===== config.mk =====
export PLATFORM = sky130hd
export DESIGN_NAME = seg_display_scan
export DESIGN_NICKNAME = d
export VERILOG_FILES = /design/src/rtl/seg_display_scan.sv
export SDC_FILE = /design/constraint.sdc
export NUM_CORES = 1
export LEC_CHECK = 0
export ABC_AREA = 1
export CORE_ASPECT_RATIO = 1.25
export CORE_MARGIN = 2
export CORE_UTILIZATION = 40
export CTS_BUF_LIST = sky130_fd_sc_hd__clkbuf_4 sky130_fd_sc_hd__clkbuf_8
export DETAILED_ROUTE_END_ITERATION = 8
export SKIP_LAST_GASP = 1
export SLEW_MARGIN = 20
export SYNTH_ARGS = -nofsm -noshare
export SYNTH_HDL_FRONTEND = slang
export SYNTH_SLANG_ARGS = --single-unit
export TNS_END_PERCENT = 10

===== constraint.sdc =====
create_clock -name clk -period 3.7 [get_ports clk]
set_input_delay 0.555 -clock clk [delete_from_list [all_inputs] [get_ports clk]]
set_output_delay 0.555 -clock clk [all_outputs]
set_load 0.02 [all_outputs]

===== src/rtl/seg_display_scan.sv =====
// Time-multiplexed 8-digit common-anode seven-segment driver.
// Scans one hex nibble of a shadowed word per SCAN_DIV cycles, with optional leading-zero blanking.
module seg_display_scan #(
    parameter int SCAN_DIV = 100000
) (
    input  logic        clk,
    input  logic        rst_n,
    input  logic        load,
    input  logic [31:0] value,
    input  logic        halt,
    input  logic        blank_lz,
    output logic [7:0]  an,
    output logic [7:0]  seg
);

    localparam int CW = (SCAN_DIV > 1) ? $clog2(SCAN_DIV) : 1;

    logic [31:0]   shadow;
    logic [CW-1:0] div_cnt;
    logic [2:0]    idx;
    logic          tick;
    logic [7:0]    nz;
    logic          blank;
    logic [3:0]    nib;
    logic [7:0]    an_d;
    logic [7:0]    seg_d;

    assign tick = (div_cnt == CW'(SCAN_DIV - 1));

    // nz[i] set when any nibble from i upward is non-zero
    for (genvar i = 0; i < 8; i++) begin : g_nz
        assign nz[i] = |shadow[31:4*i];
    end

    function automatic logic [6:0] hex7(input logic [3:0] h);
        logic [6:0] p;
        case (h)
            4'h0: p = 7'h40;
            4'h1: p = 7'h79;
            4'h2: p = 7'h24;
            4'h3: p = 7'h30;
            4'h4: p = 7'h19;
            4'h5: p = 7'h12;
            4'h6: p = 7'h02;
            4'h7: p = 7'h78;
            4'h8: p = 7'h00;
            4'h9: p = 7'h10;
            4'hA: p = 7'h08;
            4'hB: p = 7'h03;
            4'hC: p = 7'h46;
            4'hD: p = 7'h21;
            4'hE: p = 7'h06;
            default: p = 7'h0E;
        endcase
        return p;
    endfunction

    always_comb begin
        nib   = shadow[{idx, 2'b00} +: 4];
        blank = blank_lz && (idx != 3'd0) && !nz[idx];
        an_d  = blank ? 8'hFF : ~(8'b1 << idx);
        seg_d[6:0] = blank ? 7'h7F : hex7(nib);
        seg_d[7]   = !((idx == 3'd0) && halt);
    end

    always_ff @(posedge clk or negedge rst_n) begin
        if (!rst_n) begin
            shadow  <= '0;
            div_cnt <= '0;
            idx     <= '0;
            an      <= 8'hFF;
            seg     <= 8'hFF;
        end else begin
            if (load) shadow <= value;
            div_cnt <= tick ? '0 : div_cnt + 1'b1;
            if (tick) idx <= idx + 3'd1;
            an  <= an_d;
            seg <= seg_d;
        end
    end

endmodule


==> metrics.csv <==
stage;metric;value;unit
layout;Post-Layout Cell Count;623;
route;Post-DRT Antenna Nets;0;
worst_setup_path;crit path max-delay cell type;dfrtp_1;
floorplanning;Initial Utilization;0.4130;
logic_synthesis;Cell Area, Synth;3593;µm²
worst_setup_path;biggest cell delay along the critical path;0.52;ns
clock_tree;latest clock arrival within the worst-skew pair;0.34;ns
logic_synthesis;share of Yosys cell area claimed by the top area cell type;0.3621;
layout;Area growth, synth to finish;22.32;%
clock_tree;number of setup buffers added after CTS;0;
layout;layout cell share with drive strength beyond 1;0.1014;
clock_tree;clock buffers created by TritonCTS;9;
timing;final worst-path setup slack;1.568;ns
timing;fin. max-slew vios;0;
global_routing;GRT Overall Usage;0.1773;
logic_synthesis;async set-or-reset flop fraction in the synthesized netlist;1.000;
clock_tree;clock transition time at the flip-flop clock pins of the worst setup and hold paths;0.08;ns
worst_setup_path;Req. time, crit path;3.96;ns
route;via density per instance;4.817;
floorplanning;Std-Cell Core Area;8701;µm²
logic_synthesis;most instantiated flip-flop cell in the synthesis netlist;dfrtp_1;
timing;Post-Route Skew;0.008213;ns
floorplanning;boundary pin count;53;
layout;count of inserted antenna diode cells;0;
route;first drt pass iteration count;5;
logic_synthesis;ranking of synthesized cells by area;dfrtp_1 36%, nand2_1 13%, dfstp_2 12%;
timing;final clock period utilization by the worst path;0.5761;
clock_tree;buffer cell driving the clock tree root;clkbuf_8;
global_routing;antenna violations before repair;0;
logic_synthesis;flops & latches, synth;68;
placed_design;final weighted congestion in routability-driven placement;0.9079;
layout;area of all placed cells without fillers;4395;µm²
clock_tree;Sink Count;68;
route;total routed wirelength;7693;µm
timing;final setup violating endpoints;0;
floorplanning;die boundary height;110.0;µm
worst_setup_path;crit path DAT;2.39;ns
global_routing;maximum number of pins on one net before global-route repair;69;
placed_design;count of input and output buffers;52;
timing;f_max;469.1;MHz
logic_synthesis;fraction of the yosys area taken by sequential cells;0.4791;
worst_setup_path;crit path launch type;flop;
logic_synthesis;library cells used by synthesis;28;
run_status;result of the run;complete, no violations;
timing;Total Neg Setup Slack;0;ns
placed_design;count of placed standard cells including taps;607;
pwr;leakage power summed over all cells;2.150;nW
timing;final critical-path required period;2.132;ns
clock_tree;number of hold buffers added after CTS;0;
floorplanning;die span in x;88.78;µm
timing;hold violation count in the final report;0;
global_routing;total global routing overflow;0;
timing;Max-slew headroom;0.4407;
route;number of vias after detailed routing;3001;
worst_setup_path;cell family with the largest share of critical-path delay;simple AND/OR/NAND/NOR gates;
timing;Worst Tran Pin Value;0.8390;ns
route;count of routing violations after the opening detailed-route iteration;193;
route;DRC violation count after routing;0;
worst_setup_path;CP Class;flop to flop;
global_routing;vias in the first global route;2929;
clock_tree;number of cells upsized or downsized after cts;0;
logic_synthesis;syn_nets;498;
placed_design;sum of net half-perimeters after detailed placement;5557;µm
clock_tree;H-tree levels;3;
logic_synthesis;area leader, netlist;dfrtp_1;
logic_synthesis;number of synthesized flops with an enable pin;0;
timing;RSZ-0062 raised after global routing;false;
global_routing;first-pass GRT wire length;13400;µm
worst_hold_path;class of the tightest hold or removal check;primary input to async pin;
logic_synthesis;synthesized area per cell;8.021;µm²
placed_design;cell area after placement;4185;µm²
layout;net count reported at finish;548;
floorplanning;floorplan die area;9763;µm²
worst_setup_path;CP Buf/Inv Count;2;
worst_setup_path;cell-by-cell trace of the critical path;inv_1, nand3_1, nand2_1, inv_1, ha_1, nand3_1, nand2_1, nand2_1, nand3_1;
worst_setup_path;worst-path fanout max;13;
pwr;maximum vdd ir drop;0.2225;mV
pwr;power per cell area;382.4;nW/µm²
placed_design;worst slack at placement;1.497;ns
route;wire per inst;12.35;µm
worst_setup_path;capturing element type of the critical path;flop;
logic_synthesis;synthesized netlist cell count;448;
clock_tree;CTS tree;built;
pwr;Final Power;1.681;mW
clock_tree;Max clock buf depth;2;
logic_synthesis;Yosys Warn Count;0;
floorplanning;number of rows created at floorplan;38;
run;count of maximum capacitance violations;0;
[layout make-up]
type,count,area (µm²)
inverters,59,221.5
repair buffers,55,538.0
flip-flops and latches,68,1722
clock buffers,11,151.4
clock inverters,5,58.81
multi-input cells,305,1554
well taps,120,150.1
fillers,858,4305
[final timing paths]
check / startpoint / cells past startpoint / endpoint / slack [ns]
max in group asynchronous: rst_n / 2 / shadow[28] / 2.75
min in group clk: div_cnt[0] / 1 / div_cnt[0] / 0.46
max: idx[2] / 9 / seg[5] / 1.57
min: rst_n / 2 / shadow[20] / 0.37
max reg2reg: idx[2] / 9 / seg[5] / 1.57
min reg2reg: div_cnt[0] / 1 / div_cnt[0] / 0.46
[power by group]
part | switching [mW] | internal, mW
sequential | 0.0179 | 0.795
combinational | 0.126 | 0.0986
clock | 0.295 | 0.349
total | 0.439 | 1.24
[stage by stage]
stage               hold WS, ns  utilization
floorplan                0.2594            -
global placement         0.4453       0.4810
detailed placement       0.4572       0.4810
CTS                      0.4300       0.5052
global route             0.4693       0.5052
finish                   0.3668       0.5052
[state kept, by name, indices dropped and copies added, names as in the netlist]
signal / count
an: 8
div_cnt: 17
idx: 3
seg: 8
shadow: 32
[layout by cell type (no fill, tap or decap), drive strengths merged, types with 13 or more instances in the layout]
cell type	synthesis	final
o21ai	33	33
clkdlybuf4s50	0	51
inv	59	60
ha	13	13
nand3	54	54
dfrtp	52	52
nor2	36	36
dfstp	16	16
nand2	129	129
[synthesized netlist by cell type (4+ instances only)]
cell type and number:
nor2_1 35, o211ai_1 4, ha_1 13, nor3_1 5, a21oi_1 4, clkbuf_1 8, o21ai_0 33, dfrtp_1 52
nand4_1 7, dfstp_2 16, inv_1 55, nand3_1 52, inv_2 4, nand2_1 127, xor2_1 11
[kinds of logic (layout without fill, tap and decap cells)]
logic type	count (synthesis)	in the layout	share of synthesized area
AND/OR/NAND/NOR	237	237	0.2918
buffers and inverters	75	130	0.08844
flip-flops	68	68	0.4791
AO/OA/AOI/OAI	42	42	0.06233
adder cells (fa/ha/maj)	13	13	0.04527
XOR/XNOR	11	11	0.02681
multiplexers	2	2	0.006267
[worst reg2reg max path: stages (launching register included)]
cell	delay [ns]
dfrtp_1	0.52
inv_1	0.42
nand3_1	0.18
nand2_1	0.23
inv_1	0.13
ha_1	0.24
nand3_1	0.13
nand2_1	0.07
nand2_1	0.05
nand3_1	0.08
[routing by layer]
layer	global-route usage	vias to the layer above	part of all wire
met2	0.2809	81	0.47
met1	0.2391	1391	0.47
met4	0.06169	0	0.018
li1	-	1515	-
met3	0.03946	14	0.042
met5	0	-	0
No activity file was read; power rests on OpenSTA's default activity.
